## src/rtl/tone_pkg.sv

```systemverilog
// Shared definitions for the tone-comparator interface.
//   Holds the default data widths, the frame length, the reference and
//   target bin index tables and the collector state encoding. The tone
//   collector (producer) and the tone comparator (consumer) both import
//   this package so they agree on widths and table layout.
package tone_pkg;

  localparam int MAG_W  = 24;
  localparam int OUT_W  = 31;
  localparam int NBINS  = 256;
  localparam int NTONES = 6;

  // Bin 64 appears in both tables on purpose: one spectral line can serve
  // as a reference tone and as a target tone at the same time.
  localparam int REF_IDX [NTONES] = '{4, 8, 16, 32, 64, 128};
  localparam int TGT_IDX [NTONES] = '{20, 40, 64, 100, 200, 255};

  typedef enum logic [1:0] {IDLE, ACCUM, EMIT} tbc_state_e;

  // Slots 0..NTONES-1 are the reference tones, the rest are target tones.
  function automatic int slot_idx(input int slot);
    return (slot < NTONES) ? REF_IDX[slot] : TGT_IDX[slot - NTONES];
  endfunction

endpackage

```

## src/rtl/tone_bin_collector_sat_acc.sv

```systemverilog
// sat_acc: saturating accumulator register with synchronous clear.
//   Adds add_val to the running total whenever en is high and clamps at the
//   all-ones value instead of wrapping.
// Ports:
//   clk      in   1      rising-edge clock
//   rst_n    in   1      synchronous reset, active low (clears the total)
//   clr      in   1      synchronous clear of the total
//   en       in   1      add add_val at this edge
//   add_val  in   OUT_W  addend (unsigned)
//   acc_nxt  out  OUT_W  value the total takes at the coming edge
module sat_acc #(
  parameter int OUT_W = 31
) (
  input  logic             clk,
  input  logic             rst_n,
  input  logic             clr,
  input  logic             en,
  input  logic [OUT_W-1:0] add_val,
  output logic [OUT_W-1:0] acc_nxt
);

  logic [OUT_W-1:0] acc;
  logic [OUT_W:0]   sum;

  // The extra carry bit of the sum tells us the add overflowed, in which
  // case the total sticks at the maximum representable value.
  always_comb begin
    sum     = {1'b0, acc} + {1'b0, add_val};
    acc_nxt = acc;
    if (en) begin
      acc_nxt = sum[OUT_W] ? '1 : sum[OUT_W-1:0];
    end
  end

  // The running total itself; clear wins over accumulation.
  always_ff @(posedge clk) begin
    if (!rst_n || clr) begin
      acc <= '0;
    end else begin
      acc <= acc_nxt;
    end
  end

endmodule

```

## src/rtl/tone_bin_collector.sv

```systemverilog
// tone_bin_collector: producer side of the tone-comparator interface.
//   Takes one frame of per-bin power magnitudes streamed serially (bin index
//   is the beat order), sums the whole frame with saturation, captures the
//   six reference-tone and six target-tone bins, and presents all thirteen
//   values in parallel together with a one-cycle out_en strobe.
// Ports:
//   clk         in   1        rising-edge clock
//   rst_n       in   1        synchronous reset, active low
//   s_valid     in   1        magnitude beat valid
//   s_ready     out  1        collector accepts a beat (low only in EMIT)
//   s_mag       in   MAG_W    bin power magnitude (unsigned)
//   s_last      in   1        beat is the last bin of the frame
//   energy_tot  out  OUT_W    saturating sum of the frame
//   ref_bin     out  6*OUT_W  reference tones, tone k at [k*OUT_W +: OUT_W]
//   tgt_bin     out  6*OUT_W  target tones, same packing
//   out_en      out  1        outputs hold a new complete frame
//   frame_err   out  1        only with FRAME_LEN_CHECK_EN: frame length was
//                             not NBINS, frame dropped
// Configuration macro: FRAME_LEN_CHECK_EN enables the frame length check.
module tone_bin_collector import tone_pkg::*; #(
  parameter int MAG_W = tone_pkg::MAG_W,
  parameter int NBINS = tone_pkg::NBINS,
  parameter int OUT_W = tone_pkg::OUT_W
) (
  input  logic                  clk,
  input  logic                  rst_n,
  input  logic                  s_valid,
  output logic                  s_ready,
  input  logic [MAG_W-1:0]      s_mag,
  input  logic                  s_last,
  output logic [OUT_W-1:0]      energy_tot,
  output logic [6*OUT_W-1:0]    ref_bin,
  output logic [6*OUT_W-1:0]    tgt_bin,
`ifdef FRAME_LEN_CHECK_EN
  output logic                  frame_err,
`endif
  output logic                  out_en
);

  localparam int CNT_W = $clog2(NBINS);
  localparam int NSLOT = 2 * NTONES;

  tbc_state_e               state;
  logic [CNT_W-1:0]         bin_cnt;
  logic                     past_end;
  logic                     xfer;
  logic [OUT_W-1:0]         mag_ext;
  logic [OUT_W-1:0]         energy_nxt;
  logic [NSLOT-1:0][OUT_W-1:0] slot_nxt;

  assign xfer    = s_valid && s_ready;
  assign mag_ext = OUT_W'(s_mag);

  // Frame energy. The adder result for the current edge is taken straight
  // into the output register when the last beat is accepted, so the last
  // beat is already included when out_en rises.
  sat_acc #(.OUT_W(OUT_W)) u_energy (
    .clk     (clk),
    .rst_n   (rst_n),
    .clr     (state == EMIT),
    .en      (xfer),
    .add_val (mag_ext),
    .acc_nxt (energy_nxt)
  );

  // One work register per table entry. A slot loads the beat whose index
  // matches its table entry; past_end blocks captures once the bin counter
  // has hit its ceiling so overlong frames cannot overwrite the last bin.
  for (genvar g = 0; g < NSLOT; g++) begin : g_slot
    localparam int IDX = slot_idx(g);
    logic [OUT_W-1:0] work_q;
    logic [OUT_W-1:0] work_d;

    always_comb begin
      work_d = work_q;
      if (xfer && !past_end && (bin_cnt == CNT_W'(IDX))) begin
        work_d = mag_ext;
      end
    end

    always_ff @(posedge clk) begin
      if (!rst_n || (state == EMIT)) begin
        work_q <= '0;
      end else begin
        work_q <= work_d;
      end
    end

    assign slot_nxt[g] = work_d;
  end

`ifdef FRAME_LEN_CHECK_EN
  localparam int BCNT_W = $clog2(NBINS + 1);
  logic [BCNT_W-1:0] beat_cnt;
  logic              len_ok;

  // The beat counter saturates at NBINS, so only a frame whose last beat
  // arrives with exactly NBINS-1 earlier beats is considered well formed.
  assign len_ok = (beat_cnt == BCNT_W'(NBINS - 1));

  always_ff @(posedge clk) begin
    if (!rst_n || (state == EMIT)) begin
      beat_cnt <= '0;
    end else if (xfer && (beat_cnt != BCNT_W'(NBINS))) begin
      beat_cnt <= beat_cnt + 1'b1;
    end
  end
`endif

  // Control FSM with registered handshake, strobe and output values.
  // Outputs are loaded on the edge that accepts the last beat, so they are
  // valid during the EMIT cycle together with out_en; s_ready drops for
  // exactly that cycle while the work registers clear.
  always_ff @(posedge clk) begin
    if (!rst_n) begin
      state      <= IDLE;
      s_ready    <= 1'b0;
      out_en     <= 1'b0;
      energy_tot <= '0;
      ref_bin    <= '0;
      tgt_bin    <= '0;
      bin_cnt    <= '0;
      past_end   <= 1'b0;
`ifdef FRAME_LEN_CHECK_EN
      frame_err  <= 1'b0;
`endif
    end else begin
      out_en <= 1'b0;
`ifdef FRAME_LEN_CHECK_EN
      frame_err <= 1'b0;
`endif
      case (state)
        IDLE, ACCUM: begin
          s_ready <= 1'b1;
          if (xfer) begin
            if (bin_cnt == CNT_W'(NBINS - 1)) begin
              past_end <= 1'b1;
            end else begin
              bin_cnt <= bin_cnt + 1'b1;
            end
            if (s_last) begin
              state   <= EMIT;
              s_ready <= 1'b0;
`ifdef FRAME_LEN_CHECK_EN
              if (len_ok) begin
                out_en     <= 1'b1;
                energy_tot <= energy_nxt;
                ref_bin    <= slot_nxt[NTONES-1:0];
                tgt_bin    <= slot_nxt[NSLOT-1:NTONES];
              end else begin
                frame_err  <= 1'b1;
              end
`else
              out_en     <= 1'b1;
              energy_tot <= energy_nxt;
              ref_bin    <= slot_nxt[NTONES-1:0];
              tgt_bin    <= slot_nxt[NSLOT-1:NTONES];
`endif
            end else begin
              state <= ACCUM;
            end
          end
        end
        EMIT: begin
          state    <= IDLE;
          s_ready  <= 1'b1;
          bin_cnt  <= '0;
          past_end <= 1'b0;
        end
        default: begin
          state   <= IDLE;
          s_ready <= 1'b0;
        end
      endcase
    end
  end

endmodule
```

## config.mk

```make
export PLATFORM = sky130hd
export DESIGN_NAME = tone_bin_collector
export DESIGN_NICKNAME = d
export VERILOG_FILES = /design/src/rtl/tone_pkg.sv /design/src/rtl/tone_bin_collector_sat_acc.sv /design/src/rtl/tone_bin_collector.sv
export SDC_FILE = /design/constraint.sdc
export NUM_CORES = 1
export LEC_CHECK = 0
export CORE_MARGIN = 3
export CORE_UTILIZATION = 60
export DETAILED_ROUTE_END_ITERATION = 7
export DONT_BUFFER_PORTS = 1
export PLACE_DENSITY = 0.73
export SLEW_MARGIN = 20
export SYNTH_ARGS = -nofsm -noshare
export SYNTH_HDL_FRONTEND = slang
export SYNTH_HIERARCHICAL = 1
export SYNTH_SLANG_ARGS = --single-unit
```

## constraint.sdc

```tcl
create_clock -name clk -period 3.23 [get_ports clk]
set_clock_uncertainty 0.15 [all_clocks]
set_input_delay 0.1615 -clock clk [delete_from_list [all_inputs] [get_ports clk]]
set_output_delay 0.1615 -clock clk [all_outputs]
set_load 0.01 [all_outputs]
```

# After elaboration in Yosys (flattened, before gate mapping)

Index checks and enable logic that the tools add are counted.

Memories kept: 0
Bits in writable memories: 0
Output and inout port bits: 405
Input port bits: 28
Bits in latches: 0
Bits in registers: 819
Memory bits (read-only): 0

Eq/ne operators: 16
Mux-type cells: 25
$mul: 0
Add/sub/neg operators: 2
Reduce and logical (&&, ||, !) cells: 24
Bitwise gates (word level): 0
Shifts and indexed selects: 0
Div/mod/pow operators: 0
Magnitude comparators: 0

Operators by type and width:

| operator                                                        | count |
|---|---|
| 31-bit 2-to-1 mux                                               | 14 |
| 31-bit by 24-bit adder with 32-bit output                       | 1 |
| 8-bit == test, second input constant                            | 3 |
| 8-bit by 5-bit == test with 1-bit output, second input constant | 2 |
| 8-bit by 6-bit == test with 1-bit output, second input constant | 2 |
| 8-bit by 7-bit == test with 1-bit output, second input constant | 2 |
| 8-bit 2-to-1 mux                                                | 2 |
| 8-bit one-hot mux with 2 select lines                           | 1 |
| 1-bit logical AND                                               | 13 |
| 3-bit AND reduction                                             | 4 |
| 8-bit by 1-bit adder with 8-bit output, second input constant   | 1 |
| 8-bit by 3-bit == test with 1-bit output, second input constant | 1 |
| 8-bit by 4-bit == test with 1-bit output, second input constant | 1 |
| 2-bit inequality test, second input constant                    | 3 |
| 1-bit 2-to-1 mux                                                | 5 |
| 1-bit one-hot mux with 2 select lines                           | 2 |
| 2-bit by 1-bit == test with 1-bit output, second input constant | 1 |
| 2-bit == test, second input constant                            | 1 |
| 1-bit zero test                                                 | 2 |
| 2-bit zero test                                                 | 1 |
| 2-bit 2-to-1 mux                                                | 1 |
| 2-bit AND reduction                                             | 1 |
| 2-bit nonzero test                                              | 1 |
| 2-bit OR reduction                                              | 1 |
| 1-bit logical OR                                                | 1 |

# Depth between registers and ports, before layout

Gate-level depths: netlist (run 1).

Depth in word-level cells: 4
Depth in mapped cells: 11
Gate-level depth less buffers: 11

# By module

Netlist (run 1), hierarchy kept.

By module, submodules not included:

| module             | cells an instance | area an instance (um2) | sequential area each (um2) | times used |
|---|---|---|---|---|
| tone_bin_collector | 2434              | 25315.5                | 15775.1                    | 1 |
| sat_acc            | 366               | 2801.4                 | 620.6                      | 1 |

# Worst setup path after synthesis (run 1)

No wires, ideal clock.

Path kind: reg2reg
Start point: register u_energy.acc[0]
End point: register energy_tot[24]
Path slack: 294 ps
Buffers on the path: 0
Clock period less this slack: 2936 ps
Cell stages (with the launch flop): 12
Arrival: 2669 ps
Setup time: 117 ps
Cell sequence: dfxtp_1 ha_1 fa_1 a21o_1 a221o_1 a31oi_1 o21ai_1 a221oi_1 o31ai_1 xnor2_1 a21oi_1 a22o_1

Word-level cells in the longest chain between the ends: 3

Ends and longest elaborated chain:

| element                                   | RTL line                         | RTL |
|---|---|---|
| start: declaration                        | tone_bin_collector_sat_acc.sv:22 | `logic [OUT_W-1:0] acc;` |
| start signal: assignment                  | tone_bin_collector_sat_acc.sv:40 | `acc <= acc_nxt;` |
| 31-bit by 24-bit adder with 32-bit output | tone_bin_collector_sat_acc.sv:28 | `sum = {1'b0, acc} + {1'b0, add_val};` |
| 31-bit 2-to-1 mux                         | tone_bin_collector_sat_acc.sv:31 | `acc_nxt = sum[OUT_W] ? '1 : sum[OUT_W-1:0];` |
| 31-bit 2-to-1 mux                         | tone_bin_collector_sat_acc.sv:30 | `if (en) begin` |
| via energy_nxt[24]                        | tone_bin_collector.sv:48         | `logic [OUT_W-1:0] energy_nxt;` |
| end signal: assignment                    | tone_bin_collector.sv:155        | `energy_tot <= energy_nxt;` |
| end: declaration                          | tone_bin_collector.sv:31         | `output logic [OUT_W-1:0] energy_tot,` |

The timed path passes the listed nets, and every way through them passes these cells.
A chain may end at the register's enable or synchronous reset.

# Worst setup path in the final report (run 1)

Start point: register u_energy.acc[0]
End point: register energy_tot[26]

The elaborated chain is that of the path after synthesis.

==> metrics.txt, run 1 <==
outcome=finished, final reports clean; Pwr Density=638 nW/um2; DP HPWL=50.2 mm; worst-path fanout max=4; hold slack=45.3 ps; CTS clk-pin slew, worst paths=60 ps; # IOs=433; fin cells=3446; DRT antenna net count=0; hold wc startpoint=s_mag[14]; setup ws final=105 ps; Least-Margin Pin Slew=1170 ps; clk_lat worst skew=620 ps; GRT Total Usage=31.3%; root buf cell=clkbuf_16; headroom to the max-slew limit=21.9%; LEAKAGE=14.2 nW; max_cap viols=0; Hold/Removal Path Class=in2reg; Post-Syn Area=28100 um2; core box area=45900 um2; Worst Setup Start Kind=flip-flop; remaining global-route overflow=0; critical path capture point type=flip-flop; Period minus WS final=3120 ps; RD Place Congestion=0.876; number of flops mapped to enable cells by yosys=0; DRC=0; via count=20500; Final period util=96.7%; Gate Count Post-Synth=2800; Placed Instances=3226; DRT Wirelength=80.7 mm; final setup fails=0; Slowest-stage cell, CP=fa_1; yosys warns=6; setup tns final=0 ps; WL per Instance=23.4 um; Longest Clk Path Bufs=3; CTS sink cnt=819; main flop type after synthesis=dfxtp_1; largest net degree at the start of global routing=154; Setup CP Type=reg2reg; share of layout cells above drive strength 1=7.31%; Starting Density=61.3%; max frequency=320 MHz; post-synthesis cell type count=67; vias in the first global route=19900; Die ar.=49500 um2; max-slew violation count=0; H-tree Lvls=3; drt initial violations=1594; first-pass GRT wire length=121 mm; Synth Register Bits=819; CP arrival=3470 ps; Critical Path RT=3580 ps; Post-Place Setup Slack=126 ps; CTS tree=done; area grow syn2layout=13.8%; Fin. Hold Viols=0; CP max stage delay=420 ps; most common cell after layout, fill and taps aside=dfxtp_1; # rows=78; crit-path cells=ha_1 > fa_1 > a21o_1 > a221o_1 > buf_4 > nand2_1 > a221oi_1 > buf_4 > a31oi_1 > o21bai_1 > xnor2_1 > a21oi_1 > a22o_1; IO buf count=0; Vias/cell=5.96; Worst R2R Start=u_energy/acc[0]; sequential area share after synthesis=58.3%; commonest non-fill, non-tap cells in the layout=819 x dfxtp_1, 339 x nor2_1, 316 x nand2_1, 290 x mux2i_1, 269 x o21ai_0; Die X=222 um; die height=222 um; Max VDD drop=569 uV; share of flip-flops with an asynchronous set or reset=0%; Synth Area per Inst=10.0 um2; Final nets=2846; drt first pass iters=7; Top cell by count, worst path=buf_4; Crit. Startpoint=u_energy/acc[0]; RSZ-0062 raised after global routing=false; cts bufs inserted=78; initial antenna violation count=1
## final timing paths
| path | endpoint | slack (ps) | depth (start not counted) |
|---|---|---|---|
| worst min-delay path | u_energy/acc[14] | 50 | 4 |
| worst min register to register | ref_bin[179] | 310 | 1 |
| worst max register to register | energy_tot[26] | 110 | 13 |
| worst max-delay path | energy_tot[26] | 110 | 13 |
## cell type report
| type | instances | area, um2 |
|---|---|---|
| tap | 600 | 751 |
| clock buffer | 114 | 2350 |
| antenna | 1 | 2.50 |
| clock inverter | 27 | 272 |
| timing repair buffer | 118 | 1360 |
| multi-input combinational | 1752 | 10800 |
| inverter | 15 | 56.3 |
| fill | 3448 | 13900 |
| sequential | 819 | 16400 |
## kinds of logic after synthesis
family	Yosys count	share of synthesized area (%)
and+or+nand+nor	852	13.3
muxes	290	10.3
DFF	819	58.3
buffers and inverters	236	3.75
AOI/OAI and AO/OA	539	11.9
other	1	0.0133
adders and majority gates	34	1.54
xor gates and xnor gates	29	0.903
## state kept, by name, indices dropped and copies added, names as in the netlist
register	flops
tgt_bin	186
state	2
u_energy/acc	31
past_end	1
s_ready	1
out_en	1
ref_bin	186
bin_cnt	8
g_slot.work_q	372
energy_tot	31
## worst max-delay path, delay by kind of cell (launching register included)
kind / cells / cell delay (ps)
AOI/OAI and AO/OA: 7 / 1260
and+or+nand+nor: 1 / 70
DFF: 1 / 310
buffers and inverters: 2 / 360
adders and majority gates: 2 / 630
xor gates and xnor gates: 1 / 210
## cells in the mapped netlist (33+ instances only)
library cell	count	area [um2]
and2_1	34	213
nand2_1	316	1190
nor2_1	341	1280
o21ai_1	34	170
and3_1	86	538
o21ai_0	271	1360
a21oi_1	57	285
clkbuf_1	153	574
mux2i_1	290	2900
buf_2	36	180
dfxtp_1	819	16400
ha_1	33	413
a22o_1	115	1010
## timing repair
item                       CTS  global route
hold endpoints to repair   626             0
setup endpoints to repair    0            68
buffers inserted             0             2
resized for setup            0            19
hold buffers                75             0
## where the power goes
part           internal, mW  switching, mW  leakage, nW  total, mW
clock                  5.38           3.83         1.31       9.21
combinational         0.315          0.708         6.32       1.02
sequential             10.1         0.0428         6.60       10.2
total                  15.8           4.58         14.2       20.4
## routing by layer
layer	part of all wire (%)	track usage [%]	wire length (um)	vias to the layer above
met1	40	39.0	32600	10100
met4	4.5	13.7	3600	0
met2	46	50.1	37300	764
met5	0	0	0	-
met3	9.0	10.2	7240	191
li1	-	-	-	9531
## per-stage QoR
stage | power, mW | utilization, % | cell area (um2)
after floorplan | 11.1 | - | 28100
after global placement | 11.2 | 62.1 | 28500
after detailed placement | 11.2 | 62.1 | 28500
after CTS | 20.5 | 69.6 | 31900
after global routing | 21.0 | 69.8 | 32000
final | 20.4 | 69.8 | 32000
(Power assumes the default switching activity.)
==> run 2: changes to the inputs <==
--- a/config.mk
+++ b/config.mk
@@ -6,10 +6,10 @@
 export NUM_CORES = 1
 export LEC_CHECK = 0
 export CORE_MARGIN = 3
-export CORE_UTILIZATION = 60
+export CORE_UTILIZATION = 50
 export DETAILED_ROUTE_END_ITERATION = 7
 export DONT_BUFFER_PORTS = 1
-export PLACE_DENSITY = 0.73
+export PLACE_DENSITY = 0.62
 export SLEW_MARGIN = 20
 export SYNTH_ARGS = -nofsm -noshare
 export SYNTH_HDL_FRONTEND = slang
==> run 2 against run 1 <==
Effect of this change:
- highest routed layer unchanged
- flip-flop and latch count stayed put
- register-to-register slack better by 30 ps
- final cell count is 5.4% higher
- global-route usage is 4.0 points lower
- maximum frequency is 0.95% higher
- sequential power hardly changed
- via count is 0.47% lower
- first-iteration DRC count is 11% lower
- combinational power hardly changed
- sequential share of layout area is 1.2 points lower
- hold slack worse by 8.9 ps
- power is 3.6% higher
==> metrics.txt, run 2 (same netlist as run 1, synthesis figures left out) <==
CTS sink cnt=819 (unchanged); Post-Route Utilization=59.1% (was 69.8%); Period minus WS final=3100 ps (was 3120 ps); clk_lat worst skew=630 ps (was 620 ps); CP max stage delay=360 ps (was 420 ps); Final nets=2880 (was 2846); RSZ-0062 raised after global routing=false (unchanged); IO buf count=0 (unchanged); max frequency=323 MHz (was 320 MHz); Vias/cell=5.63 (was 5.96); CTS tree=done (unchanged); Pwr Total=21.2 mW (was 20.4 mW); die height=243 um (was 222 um); WL per Instance=23.0 um (was 23.4 um); core box area=55400 um2 (was 45900 um2); Post-Place Setup Slack=68.1 ps (was 126 ps); # rows=86 (was 78); most common cell after layout, fill and taps aside=dfxtp_1 (unchanged); first-pass GRT wire length=125 mm (was 121 mm); CP arrival=3460 ps (was 3470 ps); crit-path cells=ha_1 > fa_2 > a21o_1 > a221o_1 > a31oi_1 > o21ai_2 > a221oi_2 > buf_4 > o31ai_1 > xnor2_1 > a21oi_1 > a22o_1 (was ha_1 > fa_1 > a21o_1 > a221o_1 > buf_4 > nand2_1 > a221oi_1 > buf_4 > a31oi_1 > o21bai_1 > xnor2_1 > a21oi_1 > a22o_1); setup ws final=134 ps (was 105 ps); DRC=0 (unchanged); CTS clk-pin slew, worst paths=60 ps (about the same); DRT antenna net count=0 (unchanged); Pwr Density=646 nW/um2 (was 638 nW/um2); DRT Wirelength=83.4 mm (was 80.7 mm); critical path capture point type=flip-flop (unchanged); drt first pass iters=7 (unchanged); Critical Path RT=3600 ps (was 3580 ps); remaining global-route overflow=0 (unchanged); Die X=243 um (was 222 um); Die ar.=59100 um2 (was 49500 um2); RD Place Congestion=0.902 (was 0.876); outcome=finished, final reports clean (unchanged); LEAKAGE=14.5 nW (was 14.2 nW); vias in the first global route=19500 (was 19900); Longest Clk Path Bufs=3 (unchanged); initial antenna violation count=2 (was 1); DP HPWL=52.0 mm (was 50.2 mm); setup tns final=0 ps (unchanged); max FFs per register=372 (unchanged); Max VDD drop=477 uV (was 569 uV); max_cap viols=0 (unchanged); GRT Total Usage=27.3% (was 31.3%); Worst Setup Start Kind=flip-flop (unchanged); via count=20500 (about the same); biggest regs=g_slot.work_q (372), ref_bin (186), tgt_bin (186) (unchanged); Least-Margin Pin Slew=1170 ps (about the same); area grow syn2layout=16.5% (was 13.8%); H-tree Lvls=3 (unchanged); Fin. Hold Viols=0 (unchanged); Slowest-stage cell, CP=fa_2 (was fa_1); Hold/Removal Path Class=in2reg (unchanged); # IOs=433 (unchanged); diode count=0 (was 1); fin area=32700 um2 (was 32000 um2); headroom to the max-slew limit=22.0% (was 21.9%); max-slew violation count=0 (unchanged); Final period util=95.8% (was 96.7%); cts bufs inserted=81 (was 78); root buf cell=clkbuf_16 (unchanged); drt initial violations=1417 (was 1594); Setup CP Type=reg2reg (unchanged); worst-path fanout max=3 (was 4); share of layout cells above drive strength 1=8.04% (was 7.31%); commonest non-fill, non-tap cells in the layout=819 x dfxtp_1, 339 x nor2_1, 316 x nand2_1, 290 x mux2i_1, 269 x o21ai_0 (unchanged); Biggest register=g_slot.work_q (unchanged); largest net degree at the start of global routing=281 (was 154); final setup fails=0 (unchanged); Starting Density=50.7% (was 61.3%); DP Area=28700 um2 (was 28500 um2)
==> run 2: critical path: cells and delay by family (launching register included) <==
kind | cells | cell delay [ps]
AOI/OAI and AO/OA | 8 | 1530
buffers and inverters | 1 | 170
DFF | 1 | 320
adders and majority gates | 2 | 570
xor gates and xnor gates | 1 | 260
==> run 2: what timing repair did <==
item	4_1_cts	5_1_grt
setup endpoints to repair	0	67
hold endpoints to repair	647	0
gates resized for setup	0	16
hold buffers	95	0
setup buffers	0	10
==> run 2: final cells by class <==
type,instances,area [um2]
repair buffers,150,1700
fillers,4753,22700
inverters,15,56.3
well taps,748,936
multi-input cells,1751,10800
clock inverters,35,510
clock buffers,115,2370
flip-flops and latches,819,16400
==> run 2: where the power goes <==
group | switching, mW | internal [mW]
Clock | 4.03 | 5.88
Combinational | 0.720 | 0.329
Sequential | 0.0436 | 10.1
Total | 4.79 | 16.4
==> run 2: per-stage QoR <==
step | hold slack, ps | instances
after floorplan | 170 | 2806
after global placement | 179 | 3377
after detailed placement | 187 | 3377
after CTS | 7.22 | 3622
after global routing | 28.8 | 3633
final | 36.5 | 3633
==> run 2: routing by layer <==
metal	GRT usage [%]	part of all wire, %	wire [um]
met2	45.6	47	39600
met3	8.72	7.9	6590
met5	0	0	0
met1	33.3	41	34200
met4	9.79	3.6	3040
==> run 2: worst paths after layout <==
check	start	to	slack, ps	cells past startpoint
max	u_energy/acc[0]	energy_tot[24]	130	12
min	rst_n	tgt_bin[21]	40	3
max reg2reg	u_energy/acc[0]	energy_tot[24]	130	12
min reg2reg	g_slot[1].work_q[25]	ref_bin[56]	300	1
==> run 3: changes to the inputs <==
--- a/config.mk
+++ b/config.mk
@@ -5,6 +5,7 @@
 export SDC_FILE = /design/constraint.sdc
 export NUM_CORES = 1
 export LEC_CHECK = 0
+export CORE_ASPECT_RATIO = 0.8
 export CORE_MARGIN = 3
 export CORE_UTILIZATION = 50
 export DETAILED_ROUTE_END_ITERATION = 7
@@ -13,5 +14,4 @@
 export SLEW_MARGIN = 20
 export SYNTH_ARGS = -nofsm -noshare
 export SYNTH_HDL_FRONTEND = slang
-export SYNTH_HIERARCHICAL = 1
 export SYNTH_SLANG_ARGS = --single-unit
==> run 3 against run 2 <==
Effect of this change:
- flip-flop and latch count did not move
- largest cell class unchanged
- final cell count decreased by 3.2%
- worst setup slack gained 29 ps
- area after synthesis down 2.0%
==> metrics.txt, run 3 <==
Worst Setup Start Kind=flip-flop (unchanged); syn nets=2828; share of flip-flops with an asynchronous set or reset=0% (unchanged); WL per Instance=22.6 um (was 23.0 um); DRC=0 (unchanged); Multi-input gate area=10300 um2 (was 10800 um2); Comb pwr share=4.5% (was 5.0%); CTS clk-pin slew, worst paths=70 ps (was 60 ps); CP arrival=3390 ps (was 3460 ps); CTS tree=done (unchanged); Max VDD drop=421 uV (was 477 uV); max_cap viols=0 (unchanged); Synth Register Bits=819 (unchanged); drt initial violations=1502 (was 1417); count leader, synth=dfxtp_1 (unchanged); outcome=finished, final reports clean (unchanged); Critical Path RT=3550 ps (was 3600 ps); Worst Path Buf+Inv=2 (was 1); critical path capture point type=flip-flop (unchanged); Longest Clk Path Bufs=3 (unchanged); CP delay by family, top=buffers and inverters (was compound AO/OA/AOI/OAI gates); clock group share of total power=45.0% (was 46.9%); biggest regs=g_slot.work_q (372), ref_bin (186), tgt_bin (186) (unchanged); synth cell count leaders=819 x dfxtp_1, 344 x nor2_1, 331 x nand2_1 (was 819 x dfxtp_1, 341 x nor2_1, 316 x nand2_1); Worst R2R Start=s_ready (was u_energy/acc[0]); die height=216 um (was 243 um); share of the synthesized area in the top cell type=59.5% (was 58.3%); Vias/cell=5.61 (was 5.63); Die ar.=58000 um2 (was 59100 um2); fin cells=3517 (was 3633); Pwr Total=20.2 mW (was 21.2 mW); DRT antenna net count=0 (unchanged); Internal Pwr Total=15.6 mW (was 16.4 mW); Fin. Hold Viols=0 (unchanged); Die X=269 um (was 243 um); clk_lat worst skew=620 ps (was 630 ps); number of flops mapped to enable cells by yosys=0 (unchanged); Register Area=16400 um2 (about the same); H-tree Lvls=3 (unchanged); IO buf count=0 (unchanged); max FFs per register=372 (unchanged); Biggest register=g_slot.work_q (unchanged); DP HPWL=49.2 mm (was 52.0 mm); cts bufs inserted=76 (was 81); sequential share of power=50.5% (was 48.2%); Setup CP Type=reg2reg (unchanged); most common cell after layout, fill and taps aside=dfxtp_1 (unchanged); first-pass GRT wire length=120 mm (was 125 mm); initial antenna violation count=7 (was 2); yosys warns=0 (was 6); GRT Total Usage=27.1% (was 27.3%); switching pwr=4.54 mW (was 4.79 mW); hold wc startpoint=s_mag[13] (was rst_n); hold slack=71.5 ps (was 36.5 ps); core box area=54200 um2 (was 55400 um2); Synth Area per Inst=9.94 um2 (was 10.0 um2); RSZ-0062 raised after global routing=false (unchanged); DRT Wirelength=79.7 mm (was 83.4 mm); main flop type after synthesis=dfxtp_1 (unchanged); via count=19700 (was 20500); Fillers=4634 (was 4753); drt first pass iters=5 (was 7); setup tns final=0 ps (unchanged); postcts setup bufs=0 (unchanged); Pwr Density=642 nW/um2 (was 646 nW/um2); remaining global-route overflow=0 (unchanged); Slowest-stage cell, CP=dlygate4sd3_1 (was fa_2); CP max stage delay=590 ps (was 360 ps); Final nets=2800 (was 2880); share of layout cells above drive strength 1=7.76% (was 8.04%); sequential area share after synthesis=59.5% (was 58.3%); largest net degree at the start of global routing=136 (was 281); Gate Count Post-Synth=2773 (was 2800); Final period util=95.0% (was 95.8%); setup ws final=163 ps (was 134 ps); headroom to the max-slew limit=22.5% (was 22.0%); worst-path fanout max=24 (was 3); LEAKAGE=13.0 nW (was 14.5 nW); # IOs=433 (unchanged); Post-Syn Area=27600 um2 (was 28100 um2); Placed Instances=3306 (was 3377); leading area contributor after synthesis=dfxtp_1 (unchanged); Least-Margin Pin Slew=1160 ps (was 1170 ps); area grow syn2layout=14.1% (was 16.5%); Post-Place Setup Slack=205 ps (was 68.1 ps); Crit. Startpoint=s_ready (was u_energy/acc[0]); root buf cell=clkbuf_16 (unchanged); CTS sink cnt=819 (unchanged); main area contributors after synthesis=dfxtp_1 59%, mux2i_1 8.8%, o21ai_0 5.8% (was dfxtp_1 58%, mux2i_1 10%, o21ai_0 4.8%); # rows=76 (was 86); max frequency=326 MHz (was 323 MHz); crit-path cells=nand2_1 > nor2_2 > nand4b_1 > nor4b_4 > buf_4 > mux2i_1 > dlygate4sd3_1 > o21ai_0 (was ha_1 > fa_2 > a21o_1 > a221o_1 > a31oi_1 > o21ai_2 > a221oi_2 > buf_4 > o31ai_1 > xnor2_1 > a21oi_1 > a22o_1); post-synthesis cell type count=61 (was 67); commonest non-fill, non-tap cells in the layout=818 x dfxtp_1, 344 x nor2_1, 329 x nand2_1, 317 x o21ai_0, 243 x mux2i_1 (was 819 x dfxtp_1, 339 x nor2_1, 316 x nand2_1, 290 x mux2i_1, 269 x o21ai_0); RD Place Congestion=0.858 (was 0.902); vias in the first global route=18800 (was 19500); Period minus WS final=3070 ps (was 3100 ps); max-slew violation count=0 (unchanged); Net Sw Frac=22.5% (was 22.7%); Starting Density=50.9% (was 50.7%); Hold/Removal Path Class=in2reg (unchanged); final setup fails=0 (unchanged)
run 3: routing by layer:
metal	track usage [%]	vias to the layer above	share of wire [%]
met2	42.0	633	45
met1	35.1	9573	42
met3	9.68	134	9.7
met4	9.38	0	3.4
met5	0	-	0
li1	-	9395	-
run 3: cell families after synthesis:
group	count (synthesis)	share of synthesized area [%]
simple gates	875	13.9
flops	819	59.5
compound gates	563	12.5
mux	243	8.82
buf+inv	219	3.23
xor+xnor	27	0.858
fa+ha+maj	27	1.25
run 3: worst paths after layout:
path | end | slack (ps) | depth (start not counted)
setup / recovery | ref_bin[9] | 160 | 8
hold reg to reg | ref_bin[60] | 290 | 1
setup reg to reg | ref_bin[9] | 160 | 8
hold / removal | energy_tot[13] | 70 | 3
run 3: what timing repair did:
| action | in CTS | in global routing |
|---|---|---|
| hold buffers | 63 | 0 |
| resized for setup | 0 | 13 |
| endpoints found under the hold margin | 679 | 0 |
| setup endpoints to repair | 0 | 70 |
run 3: power groups by stage:
| stage | Combinational (mW) | Sequential [mW] | Clock [mW] |
|---|---|---|---|
| after CTS | 0.903 | 10.2 | 9.24 |
| after global placement | 0.676 | 10.4 | 0 |
| final | 0.905 | 10.2 | 9.09 |
| after detailed placement | 0.686 | 10.4 | 0 |
| after global routing | 0.978 | 10.2 | 9.70 |
| after floorplan | 0.547 | 10.4 | 0 |
run 3: final cells by class:
| class | instances | area share, % |
|---|---|---|
| diodes | 7 | 0.0557 |
| clock buffers | 109 | 6.96 |
| clock inverters | 32 | 1.16 |
| inverters | 8 | 0.0955 |
| multi-input cells | 1735 | 32.9 |
| flip-flops and latches | 819 | 52.2 |
| well taps | 702 | 2.79 |
| repair buffers | 105 | 3.90 |
run 3: worst reg2reg max path, cell delays in order (launching register included):
cell and delay (ps):
dfxtp_2 430, nand2_1 120, nor2_2 170, nand4b_1 230, nor4b_4 370, buf_4 490, mux2i_1 300, dlygate4sd3_1 590
o21ai_0 80
run 3: metrics by stage:
step	utilization (%)	instance area, um2
3_3_place_gp	51.8	28100
2_1_floorplan	-	27600
6_report	58.0	31400
3_5_place_dp	51.8	28100
5_1_grt	58.0	31400
4_1_cts	57.9	31400
